$ cat src/rtl/osiris_video_pkg.sv
// Shared video types and sizing helpers.
// Used by the linebuffer fill controller.
package osiris_video_pkg;

    typedef enum logic [1:0] {
        ST_IDLE,
        ST_REQ,
        ST_DATA,
        ST_DONE
    } fill_state_e;

    localparam int DEF_ADDRESS_WIDTH  = 32;
    localparam int DEF_DISPLAY_WIDTH  = 640;
    localparam int DEF_DISPLAY_HEIGHT = 480;

    function automatic int line_words(input int w);
        return w / 4;
    endfunction

    function automatic int lb_aw(input int w);
        return $clog2(w / 4) + 1;
    endfunction

endpackage

$ cat src/rtl/edge_det.sv
// Registered rise/fall pulse detector.
// Each pulse lasts one clock, one cycle after the input edge.
module edge_det (
    input  logic clk,
    input  logic rst_n,
    input  logic sig_i,
    output logic rise_o,
    output logic fall_o
);

    logic prev_q;
    logic rise_q;
    logic fall_q;

    // Remember last level and register the edge pulses.
    always_ff @(posedge clk or negedge rst_n) begin
        if (!rst_n) begin
            prev_q <= 1'b0;
            rise_q <= 1'b0;
            fall_q <= 1'b0;
        end else begin
            prev_q <= sig_i;
            rise_q <= sig_i & ~prev_q;
            fall_q <= ~sig_i & prev_q;
        end
    end

    assign rise_o = rise_q;
    assign fall_o = fall_q;

endmodule

$ cat src/rtl/lbuf_fill_ctrl.sv
// Linebuffer fill controller: fetches one display line per
// horizontal blank into the bank the display is not reading.
module lbuf_fill_ctrl
    import osiris_video_pkg::*;
#(
    parameter int ADDRESS_WIDTH  = DEF_ADDRESS_WIDTH,
    parameter int DISPLAY_WIDTH  = DEF_DISPLAY_WIDTH,
    parameter int DISPLAY_HEIGHT = DEF_DISPLAY_HEIGHT
) (
    input  logic                             pclk,
    input  logic                             reset_n,
    input  logic                             enable,
    input  logic [ADDRESS_WIDTH-1:0]         fb_base,
    input  logic                             req_line,
    input  logic                             req_frame,
    output logic                             rd_req,
    output logic [ADDRESS_WIDTH-1:0]         rd_addr,
    input  logic                             rd_gnt,
    input  logic                             rd_valid,
    input  logic [31:0]                      rd_data,
    output logic                             lb_we,
    output logic [lb_aw(DISPLAY_WIDTH)-1:0]  lb_waddr,
    output logic [31:0]                      lb_wdata,
    output logic                             disp_bank,
    output logic                             underrun,
    input  logic                             underrun_clr,
    output logic                             busy
);

    localparam int LINE_WORDS = line_words(DISPLAY_WIDTH);
    localparam int LB_AW      = lb_aw(DISPLAY_WIDTH);
    localparam int IW         = LB_AW - 1;
    localparam int LNW        = (DISPLAY_HEIGHT > 1) ?
                                $clog2(DISPLAY_HEIGHT) : 1;

    localparam logic [IW-1:0]  LAST_IDX  = IW'(LINE_WORDS - 1);
    localparam logic [LNW-1:0] LAST_LINE = LNW'(DISPLAY_HEIGHT - 1);

    fill_state_e              state_q;
    logic [ADDRESS_WIDTH-1:0] rd_addr_q;
    logic [ADDRESS_WIDTH-1:0] frame_base_q;
    logic [LNW-1:0]           next_line_q;
    logic [IW-1:0]            word_idx_q;
    logic                     disp_bank_q;
    logic                     line_ready_q;
    logic                     underrun_q;

    logic                     line_rise;
    logic                     line_fall;
    logic                     frame_rise;
    logic                     frame_fall;
    logic                     beat;
    logic [ADDRESS_WIDTH-1:0] base_d;
    logic [ADDRESS_WIDTH-1:0] line_off_d;

    edge_det u_line_edge (
        .clk    (pclk),
        .rst_n  (reset_n),
        .sig_i  (req_line),
        .rise_o (line_rise),
        .fall_o (line_fall)
    );

    edge_det u_frame_edge (
        .clk    (pclk),
        .rst_n  (reset_n),
        .sig_i  (req_frame),
        .rise_o (frame_rise),
        .fall_o (frame_fall)
    );

    // Line 0 uses the live base, later lines the latched one.
    assign base_d     = (next_line_q == '0) ? fb_base : frame_base_q;
    assign line_off_d = ADDRESS_WIDTH'(next_line_q) *
                        ADDRESS_WIDTH'(DISPLAY_WIDTH);
    assign beat       = (state_q == ST_DATA) & rd_valid;

    // Fetch FSM plus bank swap, underrun and line tracking.
    always_ff @(posedge pclk or negedge reset_n) begin
        if (!reset_n) begin
            state_q      <= ST_IDLE;
            rd_addr_q    <= '0;
            frame_base_q <= '0;
            next_line_q  <= '0;
            word_idx_q   <= '0;
            disp_bank_q  <= 1'b0;
            line_ready_q <= 1'b0;
            underrun_q   <= 1'b0;
        end else begin
            if (underrun_clr) begin
                underrun_q <= 1'b0;
            end
            unique case (state_q)
                ST_IDLE: begin
                    if (line_rise && enable) begin
                        state_q   <= ST_REQ;
                        rd_addr_q <= base_d + line_off_d;
                        if (next_line_q == '0) begin
                            frame_base_q <= fb_base;
                        end
                    end
                end
                ST_REQ: begin
                    word_idx_q <= '0;
                    if (rd_gnt) begin
                        state_q <= ST_DATA;
                    end
                end
                ST_DATA: begin
                    if (beat) begin
                        if (word_idx_q == LAST_IDX) begin
                            state_q    <= ST_DONE;
                            word_idx_q <= '0;
                        end else begin
                            word_idx_q <= word_idx_q + 1'b1;
                        end
                    end
                end
                ST_DONE: begin
                    line_ready_q <= 1'b1;
                    state_q      <= ST_IDLE;
                    if (next_line_q == LAST_LINE) begin
                        next_line_q <= '0;
                    end else begin
                        next_line_q <= next_line_q + 1'b1;
                    end
                end
                default: state_q <= ST_IDLE;
            endcase
            if (line_rise && state_q != ST_IDLE) begin
                underrun_q <= 1'b1;
            end
            if (line_fall) begin
                if (line_ready_q) begin
                    disp_bank_q  <= ~disp_bank_q;
                    line_ready_q <= 1'b0;
                end else begin
                    underrun_q <= 1'b1;
                end
            end
            if (frame_rise) begin
                next_line_q <= '0;
            end
        end
    end

    assign rd_req    = (state_q == ST_REQ);
    assign rd_addr   = rd_addr_q;
    assign busy      = (state_q != ST_IDLE);
    assign disp_bank = disp_bank_q;
    assign underrun  = underrun_q;
    assign lb_we     = beat;
    assign lb_waddr  = beat ? {~disp_bank_q, word_idx_q} : '0;
    assign lb_wdata  = beat ? rd_data : '0;

endmodule

$ cat config.mk
export PLATFORM = sky130hd
export DESIGN_NAME = lbuf_fill_ctrl
export DESIGN_NICKNAME = d
export VERILOG_FILES = /design/src/rtl/osiris_video_pkg.sv /design/src/rtl/edge_det.sv /design/src/rtl/lbuf_fill_ctrl.sv
export SDC_FILE = /design/constraint.sdc
export NUM_CORES = 1
export LEC_CHECK = 0
export ABC_CLOCK_PERIOD_IN_PS = 5050
export CAP_MARGIN = 20
export CORE_ASPECT_RATIO = 1.1
export CORE_MARGIN = 3
export CORE_UTILIZATION = 49
export CTS_CLUSTER_DIAMETER = 40
export DETAILED_ROUTE_END_ITERATION = 10
export PLACE_DENSITY = 0.86
export SYNTH_ARGS = -nofsm -noshare
export SYNTH_HDL_FRONTEND = slang
export SYNTH_SLANG_ARGS = --single-unit
$ cat constraint.sdc
create_clock -name pclk -period 5.05 [get_ports pclk]
set_clock_uncertainty 0.15 [all_clocks]
set_input_delay 0.505 -clock pclk [delete_from_list [all_inputs] [get_ports pclk]]
set_output_delay 0.505 -clock pclk [all_outputs]
set_load 0.01 [all_outputs]
==> impl_metrics.json <==
{
  "ir_worst_vdd_v": 0.000260,
  "path_max_fanout": 7,
  "synthCells": 562,
  "clockPowerShare": 0.201,
  "fin_setup_tns_ns": 0,
  "yosysMostFrequentCell": "dfrtp_1",
  "reg2reg_to": "rd_addr[31]",
  "synthTopCellsByArea": "dfrtp_1 (39%), ha_1 (7.9%), mux2_2 (6.1%)",
  "clk_latency_ns": 0.34,
  "critPathArrivalTime_ns": 4.42,
  "dr.first_iter.drc_count": 256,
  "critPathKind": "reg2reg",
  "start_util": 0.511,
  "place_hpwl_um": 10500,
  "switching_share": 0.369,
  "htreeDepth": 3,
  "critPathLaunchType": "register",
  "die_w_um": 106,
  "dieArea_sq_um": 12300,
  "yosys.area.top_type": "dfrtp_1",
  "hold_path.class": "in2async",
  "vias": 4700,
  "cts.path.max_buffers": 2,
  "wl_per_cell_um": 16.8,
  "root_buffer": "clkbuf_16",
  "synth_edf_count": 0,
  "p_switching_uw": 1360,
  "cap_violations": 0,
  "pwr-share-comb": 0.497,
  "numCtsBuffers": 9,
  "cts_sinks": 84,
  "drc": 0,
  "cts-resized-gates": 0,
  "via_per_inst": 5.57,
  "status": "complete, but fails checks",
  "worstMarginPinSlew_ns": 1.06,
  "gr-total-overflow": 0,
  "grt_pass1_vias": 4825,
  "hold_viol": 36,
  "max_freq_mhz": 229,
  "syn_nets": 670,
  "rows": 39,
  "setup_viol": 0,
  "die_h_um": 116,
  "gp_congestion": 0.912,
  "slew_violations": 0,
  "io_buffers": 149,
  "end_kind": "register",
  "intPower_uw": 2320,
  "r2r-start": "next_line_q[3]",
  "synth-async-reset-ratio": 1.00,
  "leakagePower_uw": 0.00334,
  "ys_ff_latch": 84,
  "ff2ff_setup_slack_ns": 0.68,
  "yosysWarnings": 0,
  "finalCritPeriodShare": 0.866,
  "grt.total_usage": 0.235,
  "num_io_pins": 150,
  "synth_area_sq_um": 5390,
  "cts_tree": "yes",
  "synth_commonest_cells": "dfrtp_1 (84), nand2_1 (55), nor2_1 (46)",
  "coreArea_sq_um": 10500,
  "grt_first_pass_wirelength_um": 23100,
  "rsz0062_at_grt": "no",
  "violations": "hold timing",
  "synthFlopType": "dfrtp_1",
  "maxSlewHeadroom": 0.293,
  "cp_data_required_time_ns": 5.09,
  "preCtsSetupSlack_ns": 0.760,
  "fin_crit_ns": 4.37,
  "seqPwrFrac": 0.302,
  "antenna_found_initial": 0,
  "totalWireLength_um": 14100,
  "ys_types": 56,
  "cp-endpoint": "rd_addr[31]",
  "n_antenna_cell": 0,
  "hold_buffers": 0,
  "ys_seq_area_frac": 0.390,
  "startpoint": "next_line_q[3]",
  "post_cts_buffers": 0,
  "grt_max_degree": 85,
  "final_nets": 805,
  "synth_top_area_share": 0.390,
  "ff2ff_path_depth": 17,
  "path_clk_slew_ns": 0.06,
  "hold_ws_ns": -0.0291,
  "layout_setup_ws_ns": 0.675,
  "syn_area_per_cell_sq_um": 9.59,
  "syn_to_final_growth_pct": 35.9,
  "fillers": 750,
  "power-per-cell-area_nw_per_um2": 502,
  "postRouteAntennaNets": 0,
  "firstDrtPassIters": 5,
  "drive_above_1_share": 0.0827
}
registers in the layout (all words and copies together), names as in the netlist:
| name | count |
|---|---|
| rd_addr | 32 |
| frame_base_q | 25 |
| next_line_q | 9 |
| word_idx_q | 8 |
| state_q | 2 |
| disp_bank | 1 |
| line_ready_q | 1 |
| u_frame_edge.prev_q | 1 |
| u_frame_edge.rise_o | 1 |
| u_line_edge.fall_o | 1 |
| u_line_edge.prev_q | 1 |
| u_line_edge.rise_o | 1 |
| underrun | 1 |
power by group through the flow:
stage	Combinational, uW	Sequential, uW	Clock (uW)
final	1830	1110	739
after detailed placement	1790	1120	0
after global routing	1990	1140	777
after global placement	1740	1100	0
after CTS	1820	1110	746
after floorplan	1120	1120	0
cells in the final DEF (no fill, tap or decap), drive strengths merged, types with 5 or more instances in the layout:
| master | synthesis | layout |
|---|---|---|
| a21oi | 18 | 18 |
| and3 | 45 | 45 |
| buf | 14 | 7 |
| clkbuf | 17 | 12 |
| clkdlybuf4s50 | 0 | 148 |
| dfrtp | 84 | 84 |
| ha | 34 | 34 |
| inv | 19 | 19 |
| mux2 | 44 | 44 |
| mux2i | 16 | 16 |
| nand2 | 56 | 56 |
| nand2b | 5 | 5 |
| nand3 | 9 | 9 |
| nand4 | 11 | 11 |
| nor2 | 46 | 46 |
| nor2b | 8 | 8 |
| nor3 | 9 | 9 |
| o21a | 12 | 12 |
| o21ai | 34 | 34 |
| o31ai | 11 | 11 |
| xnor2 | 14 | 14 |
| xor2 | 9 | 9 |
metrics by stage:
step           instance area [sq um]  hold slack (ns)  instances  power (uW)  utilization
3_3_place_gp                    6950            0.235        827        2840        0.659
5_1_grt                         7320          0.00392        844        3910        0.695
2_1_floorplan                   5390           0.0594        562        2240            -
4_1_cts                         7280            0.242        842        3670        0.691
6_report                        7320          -0.0291        844        3680        0.695
3_5_place_dp                    6950            0.247        827        2910        0.659
per-layer routing:
metal / share of wire / vias up / GRT usage
met1: 0.41 / 2240 / 0.280
met5: 0 / - / 0
met3: 0.053 / 25 / 0.0513
met2: 0.51 / 149 / 0.421
li1: - / 2286 / -
met4: 0.022 / 0 / 0.0864
layout make-up:
cell class,instances,area (sq um),area share
inverter,19,71.3,0.00974
timing repair buffer,155,1560,0.213
clock inverter,3,68.8,0.00940
clock buffer,12,267,0.0364
tap,143,179,0.0244
multi-input combinational,428,3070,0.420
sequential,84,2100,0.287
cells by family after synthesis:
group,Yosys count,synth area share
and+or+nand+nor,202,0.192
adders and majority gates,36,0.0864
muxes,60,0.125
DFF,84,0.390
xor gates and xnor gates,23,0.0374
buffers and inverters,50,0.0404
AOI/OAI and AO/OA,107,0.129
critical path: stages, from the launching register on:
cell and delay (ns):
dfrtp_1 0.48, ha_1 0.33, ha_1 0.15, inv_1 0.05, fa_1 0.39, nor2b_1 0.11, o21ai_0 0.11, a21boi_0 0.25
o21ai_0 0.13, a21boi_0 0.26, nor2_1 0.09, ha_1 0.40, a21o_1 0.22, a21o_1 0.17, a211o_1 0.38, o2111ai_1 0.30
xnor2_1 0.16, o21ai_1 0.07
how the worst min path moves through the flow:
stage / start / to / slack, ns / cells after the start
CTS: reset_n / rd_addr[1] / 0.24 / 1
finish: reset_n / rd_addr[1] / -0.03 / 1
global route: reset_n / rd_addr[1] / 0.004 / 1
floorplan: reset_n / disp_bank / 0.06 / 0
detailed placement: u_frame_edge.prev_q / u_frame_edge.rise_o / 0.25 / 1
global placement: u_frame_edge.prev_q / u_frame_edge.rise_o / 0.24 / 1
No activity file was read; power rests on OpenSTA's default activity.
